`src/rtl/demux_1to2_8bits_stream.sv`:
```
// Registered 1-to-2 byte-stream demultiplexer: each input beat is steered by sel into one of two
// small FIFOs, each drained independently by its own consumer, with per-output beat counters.
module demux_1to2_8bits_stream #(
    parameter int WIDTH = 8,
    parameter int DEPTH = 2,
    parameter int CNT_W = 16
) (
    input  logic             clk,
    input  logic             rst,
    input  logic [WIDTH-1:0] in,
    input  logic             in_valid,
    output logic             in_ready,
    input  logic             sel,
    output logic [WIDTH-1:0] out1,
    output logic             out1_valid,
    input  logic             out1_ready,
    output logic [WIDTH-1:0] out2,
    output logic             out2_valid,
    input  logic             out2_ready,
    output logic [CNT_W-1:0] cnt1,
    output logic [CNT_W-1:0] cnt2
);

    localparam int PW = $clog2(DEPTH);
    localparam int OW = $clog2(DEPTH + 1);

    // Handshake: a beat moves on a rising edge only when valid and ready are both high;
    // ready never depends on valid, and a stalled producer holds in/sel stable.

    logic [WIDTH-1:0] mem1 [DEPTH];
    logic [WIDTH-1:0] mem2 [DEPTH];
    logic [PW-1:0]    wr1, rd1, wr2, rd2;
    logic [OW-1:0]    occ1, occ2;
    logic             full1, full2, empty1, empty2;
    logic             push1, push2, pop1, pop2;

    assign full1  = (occ1 == OW'(DEPTH));
    assign full2  = (occ2 == OW'(DEPTH));
    assign empty1 = (occ1 == '0);
    assign empty2 = (occ2 == '0);

    // Fullness is judged on current occupancy only, so a same-cycle pop never frees a slot.
    assign in_ready = !rst && (sel ? !full2 : !full1);

    assign push1 = in_valid && in_ready && !sel;
    assign push2 = in_valid && in_ready &&  sel;
    assign pop1  = !empty1 && out1_ready;
    assign pop2  = !empty2 && out2_ready;

    assign out1_valid = !empty1;
    assign out2_valid = !empty2;
    assign out1       = empty1 ? '0 : mem1[rd1];
    assign out2       = empty2 ? '0 : mem2[rd2];

    always_ff @(posedge clk) begin
        if (rst) begin
            wr1  <= '0;
            rd1  <= '0;
            occ1 <= '0;
            cnt1 <= '0;
        end else begin
            if (push1) begin
                mem1[wr1] <= in;
                wr1       <= wr1 + 1'b1;
                cnt1      <= cnt1 + 1'b1;
            end
            if (pop1) begin
                rd1 <= rd1 + 1'b1;
            end
            if (push1 && !pop1) begin
                occ1 <= occ1 + 1'b1;
            end else if (pop1 && !push1) begin
                occ1 <= occ1 - 1'b1;
            end
        end
    end

    always_ff @(posedge clk) begin
        if (rst) begin
            wr2  <= '0;
            rd2  <= '0;
            occ2 <= '0;
            cnt2 <= '0;
        end else begin
            if (push2) begin
                mem2[wr2] <= in;
                wr2       <= wr2 + 1'b1;
                cnt2      <= cnt2 + 1'b1;
            end
            if (pop2) begin
                rd2 <= rd2 + 1'b1;
            end
            if (push2 && !pop2) begin
                occ2 <= occ2 + 1'b1;
            end else if (pop2 && !push2) begin
                occ2 <= occ2 - 1'b1;
            end
        end
    end

endmodule

```
`config.mk`:
```
export PLATFORM = sky130hd
export DESIGN_NAME = demux_1to2_8bits_stream
export DESIGN_NICKNAME = d
export VERILOG_FILES = /design/src/rtl/demux_1to2_8bits_stream.sv
export SDC_FILE = /design/constraint.sdc
export NUM_CORES = 1
export LEC_CHECK = 0
export BUFFER_PORTS_ARGS = -buffer_cell sky130_fd_sc_hd__buf_2
export CAP_MARGIN = 25
export CELL_PAD_IN_SITES_DETAIL_PLACEMENT = 1
export CELL_PAD_IN_SITES_GLOBAL_PLACEMENT = 1
export CORE_MARGIN = 5
export CORE_UTILIZATION = 42
export DETAILED_ROUTE_END_ITERATION = 8
export GPL_TIMING_DRIVEN = 0
export MAX_ROUTING_LAYER = met4
export PLACE_DENSITY_LB_ADDON = 0.1
export SLEW_MARGIN = 10
export SYNTH_ARGS = -nofsm -noshare
export SYNTH_HDL_FRONTEND = slang
export SYNTH_SLANG_ARGS = --single-unit
```
`constraint.sdc`:
```
create_clock -name clk -period 2.9 [get_ports clk]
set_clock_uncertainty 0.15 [all_clocks]
set_input_delay 0.58 -clock clk [delete_from_list [all_inputs] [get_ports clk]]
set_output_delay 0.58 -clock clk [all_outputs]
set_load 0.01 [all_outputs]
```
== Yosys cells after proc, flatten, opt, wreduce, memory -nomap -nowiden ==
Memories as Yosys holds them, arrays and structs flattened. A register that Yosys moved wholly into a read port is not among the register bits.
Cells that the tools add are included.
Cells by class
  add/subtract/negate cells: 10
  multipliers: 0
  divide/modulo/power cells: 0
  magnitude comparators: 0
  equality and inequality tests: 2
  shift operators: 0
  mux-type cells: 17
  bitwise gates (word level): 0
  reduce and logical (&&, ||, !) cells: 24
Operator list (count)
  adder 16 x 1 -> 16 bit (second input constant): 2
  2-to-1 mux 8 bit: 2
  2-to-1 mux 1 bit: 11
  logical AND 1 bit: 10
  logical NOT 1 bit: 10
  2-to-1 mux 2 bit: 4
  adder 1 bit (second input constant): 4
  adder 2 x 1 -> 2 bit (second input constant): 2
  equality test 2 bit (second input constant): 2
  logical NOT 2 bit: 2
  nonzero test 2 bit: 2
  subtractor 2 x 1 -> 2 bit (second input constant): 2
Storage, ports and cells
  register bits: 40
  latch bits: 0
  bits in writable memories: 32
  bits in read-only memories: 0
  input port bits: 14
  output and inout bits: 51
  word-level logic and storage cells: 63
  memories kept: 2
Memory list
  mem1: depth 2, bits a word 8, rd ports 1, clocked after memory_dff 1, write ports 1, RTL line 30  | logic [WIDTH-1:0] mem1 [DEPTH];
  mem2: depth 2, bits a word 8, rd ports 1, clocked after memory_dff 1, write ports 1, RTL line 31  | logic [WIDTH-1:0] mem2 [DEPTH];

== Depth between registers and ports, before layout ==
  depth after elaboration: 10
  mapped depth: 9
  gate-level depth less buffers: 7

== Worst setup path after synthesis ==
OpenSTA, ideal clock, no wires.
  kind: input to register
  start: input port rst
  end: register occ1[1]
  setup time: 70 ps
  arrival: 2033 ps
  data required time: 2680 ps
  slack: 647 ps
  stages on the path: 7
  path buffers: 1
  path through: clkbuf_1 nor3b_2 nand2_1 inv_1 ha_1 or3_1 a21oi_1
Between the ends
  word-level cells in the longest chain between the ends: 7
  elaborated cells between the ends (all ways): 9
  classes of those cells: mux: 1; reduce/logical: 8
Ends and longest elaborated chain
  start, declared: RTL line 9  | input logic rst,
  logical NOT 1 bit (*): RTL line 43  | assign in_ready = !rst && (sel ? !full2 : !full1);
  logical AND 1 bit (*): RTL line 43
  logical AND 1 bit (*) (2 in a row): RTL line 45  | assign push1 = in_valid && in_ready && !sel;
  named net push1: RTL line 35  | logic push1, push2, pop1, pop2;
  logical NOT 1 bit: RTL line 72  | end else if (pop1 && !push1) begin
  logical AND 1 bit: RTL line 72
  nonzero test 2 bit (no line)
  end signal, assigned: RTL line 71  | occ1 <= occ1 + 1'b1;
  end signal, assigned: RTL line 73  | occ1 <= occ1 - 1'b1;
  end, declared: RTL line 33  | logic [OW-1:0] occ1, occ2;
The timed path passes the listed nets; every way through them passes the cells marked *.
A chain may end at the register's enable or synchronous reset.

== Final worst setup path ==
  start: input port rst
  end: output port in_ready
Between the ends
  word-level cells in the longest chain between the ends: 2
Ends and longest elaborated chain
  logical NOT 1 bit: RTL line 43
  logical AND 1 bit: RTL line 43
  end, declared: RTL line 12  | output logic in_ready,
No other way between the ends.

==> flow_summary.ini <==
[outcome]
status = completed

[flow_run]
drv_cap = 0

[clock_tree]
cts_tree = yes
clk_path_buf_depth = 2
cts_made_buffers = 9
clockRootBuffer = clkbuf_8
clk_latency_ns = 0.33
cts_hold_buf = 0
cts_resized = 0
cts.sinks = 74
clk_pin_slew_ns = 0.08
h-tree-depth = 3
post-cts-setup-buffer-count = 0

[setup_path]
critPathBufInv = 4
cp_cell_sequence = buf_2 -> clkbuf_1 -> clkbuf_1 -> nor2_1 -> buf_2
start_kind = primary input
cp.depth = 5
cpPeakStageDelay_ns = 0.45
path_delay_family = buffers and inverters
cp_data_arrival_time_ns = 1.82
cp.required_ns = 2.17
worstSetupEndpointType = primary output
ff2ff_path_depth = 6
cp_max_fo = 10
critPathKind = in2out
critPathSlowestCell = clkbuf_1

[layout]
register_area_um2 = 1800
fin_nets = 396
layout_common_cells = buf_2, nor2_1, dfxtp_1
antenna_cells = 0
fillerInstances = 849
area_growth_pct = 19.1
drive_above_1_share_pct = 23.2
final_common_cell = buf_2
final_core_util_pct = 52.1
multi_input_area_um2 = 1320

[placement]
dpl.hpwl_um = 5690
port_buffers = 64
gp_congestion = 0.768

[floorplanning]
rows = 31
start_util_pct = 43.8
ios = 65
core_area_um2 = 7330
die_h_um = 97.4
die-width_um = 97.4
dieArea_um2 = 9490

[global_route]
grt_pass1_wl_um = 12800
antenna_found_initial = 0
grt_util_all_layers_pct = 17.0
overflow = 0
grt_start_max_net_pins = 14
grt_pass1_vias = 2632

[route]
drc = 0
num_vias = 2495
drt-met1-wl_um = 3430
wl_met3_um = 247
routedWlPerCell_um = 15.8
dr.pass1.iters = 4
antenna_left = 0
highest_layer = met4
drt_iter0_drc = 66
vias_per_cell = 5.18
routed-wl-met2_um = 3820
drt-total-wl_um = 7590

[yosys]
synth-edff-count = 32
syn_area_um2 = 3210
synth_nets = 320
async_flop_share_pct = 0
synth_flop_cell = dfxtp_1
synthTopCellsByArea = edfxtp_1, dfxtp_1, mux2i_1, nor2_1, xor2_1
synthDistinctLibCells = 40
syn_avg_cell_area_um2 = 10.6
synth_top_area_share_pct = 30.0
yosys_warnings = 0
synth_seq_area_share_pct = 56.2
yosys.area.top_type = edfxtp_1
ys_ff_latch = 74
syn_inst = 302

[hold_path]
hold_path.class = in2reg
holdPathStages = 1

[timing]
setup_tns_ns = 0
relSlewSlack_pct = 53.4
tightest_slew_ns = 0.696
finalSetupViolCount = 0
fmax_ghz = 0.392
period_needed_ns = 2.55
fin_crit_sh_pct = 87.9
slew_violations = 0
rsz0062_at_grt = no
final_hold_viol_count = 0

[power_and_ir_drop]
ir_drop_mv = 0.294
p_leak_nw = 1.48
power.total_mw = 2.60
cellPowerDensity_nw_per_um2 = 680
==> area by class of cell <==
class,count,share of cell area [%]
timing repair buffer,65,8.52
tap,99,3.24
sequential,74,47.2
clock buffer,10,3.34
buffer,12,1.57
clock inverter,6,0.917
multi-input combinational,208,34.5
inverter,8,0.786
==> cell usage after synthesis, drive strengths merged (3+ instances only) <==
| master | instances |
|---|---|
| nor3 | 4 |
| nand2b | 4 |
| mux2i | 18 |
| dfxtp | 42 |
| o21ai | 15 |
| xor2 | 12 |
| o31ai | 4 |
| nand4 | 9 |
| nor2 | 44 |
| nand3 | 8 |
| xnor2 | 8 |
| nand3b | 3 |
| buf | 6 |
| nand2 | 12 |
| clkbuf | 6 |
| or4 | 4 |
| and3 | 5 |
| inv | 8 |
| nor4 | 3 |
| edfxtp | 32 |
| a21oi | 18 |
| and4 | 3 |
| or3 | 15 |
| ha | 4 |
==> kinds of logic (layout without fill, tap and decap cells) <==
logic type	after synthesis	after routing	synth area share, %
buffers and inverters	20	101	2.81
XOR/XNOR	20	20	5.46
AND/OR/NAND/NOR	126	126	21.4
multiplexers	19	19	5.97
AO/OA/AOI/OAI	39	39	6.63
flip-flops	74	74	56.2
adder cells (fa/ha/maj)	4	4	1.56
==> worst paths after layout <==
check	startpoint	endpoint	slack [ns]
hold reg to reg	cnt1[15]	cnt1[15]	0.34
hold / removal	in[1]	mem1[1][1]	0.32
setup / recovery	rst	in_ready	0.35
setup reg to reg	occ2[1]	occ2[1]	0.80
==> flip-flops by register name (all words and copies together), names as in the netlist, named ones only <==
signal	flops
cnt1	16
cnt2	16
mem1	16
mem2	16
occ1	2
occ2	2
rd1	1
rd2	1
wr1	1
wr2	1
==> report_power, final <==
group	switching [mW]	leakage [nW]	internal, mW
sequential	0.0404	0.630	1.16
clock	0.368	0.0851	0.305
combinational	0.435	0.765	0.292
total	0.844	1.48	1.76
==> per-layer routing <==
layer	up-vias	track usage, %
met5	-	-
li1	1240	-
met4	0	5.64
met1	1203	20.9
met3	10	3.23
met2	42	28.3
==> through the flow <==
step	cells	hold slack [ns]	cell area (µm²)	setup WS (ns)
global placement	465	0.313	3650	0.178
CTS	482	0.308	3820	0.330
finish	482	0.316	3820	0.351
floorplan	302	0.322	3210	0.647
global route	482	0.307	3820	0.247
detailed placement	466	0.329	3660	0.133
No activity file was read; power rests on OpenSTA's default activity.
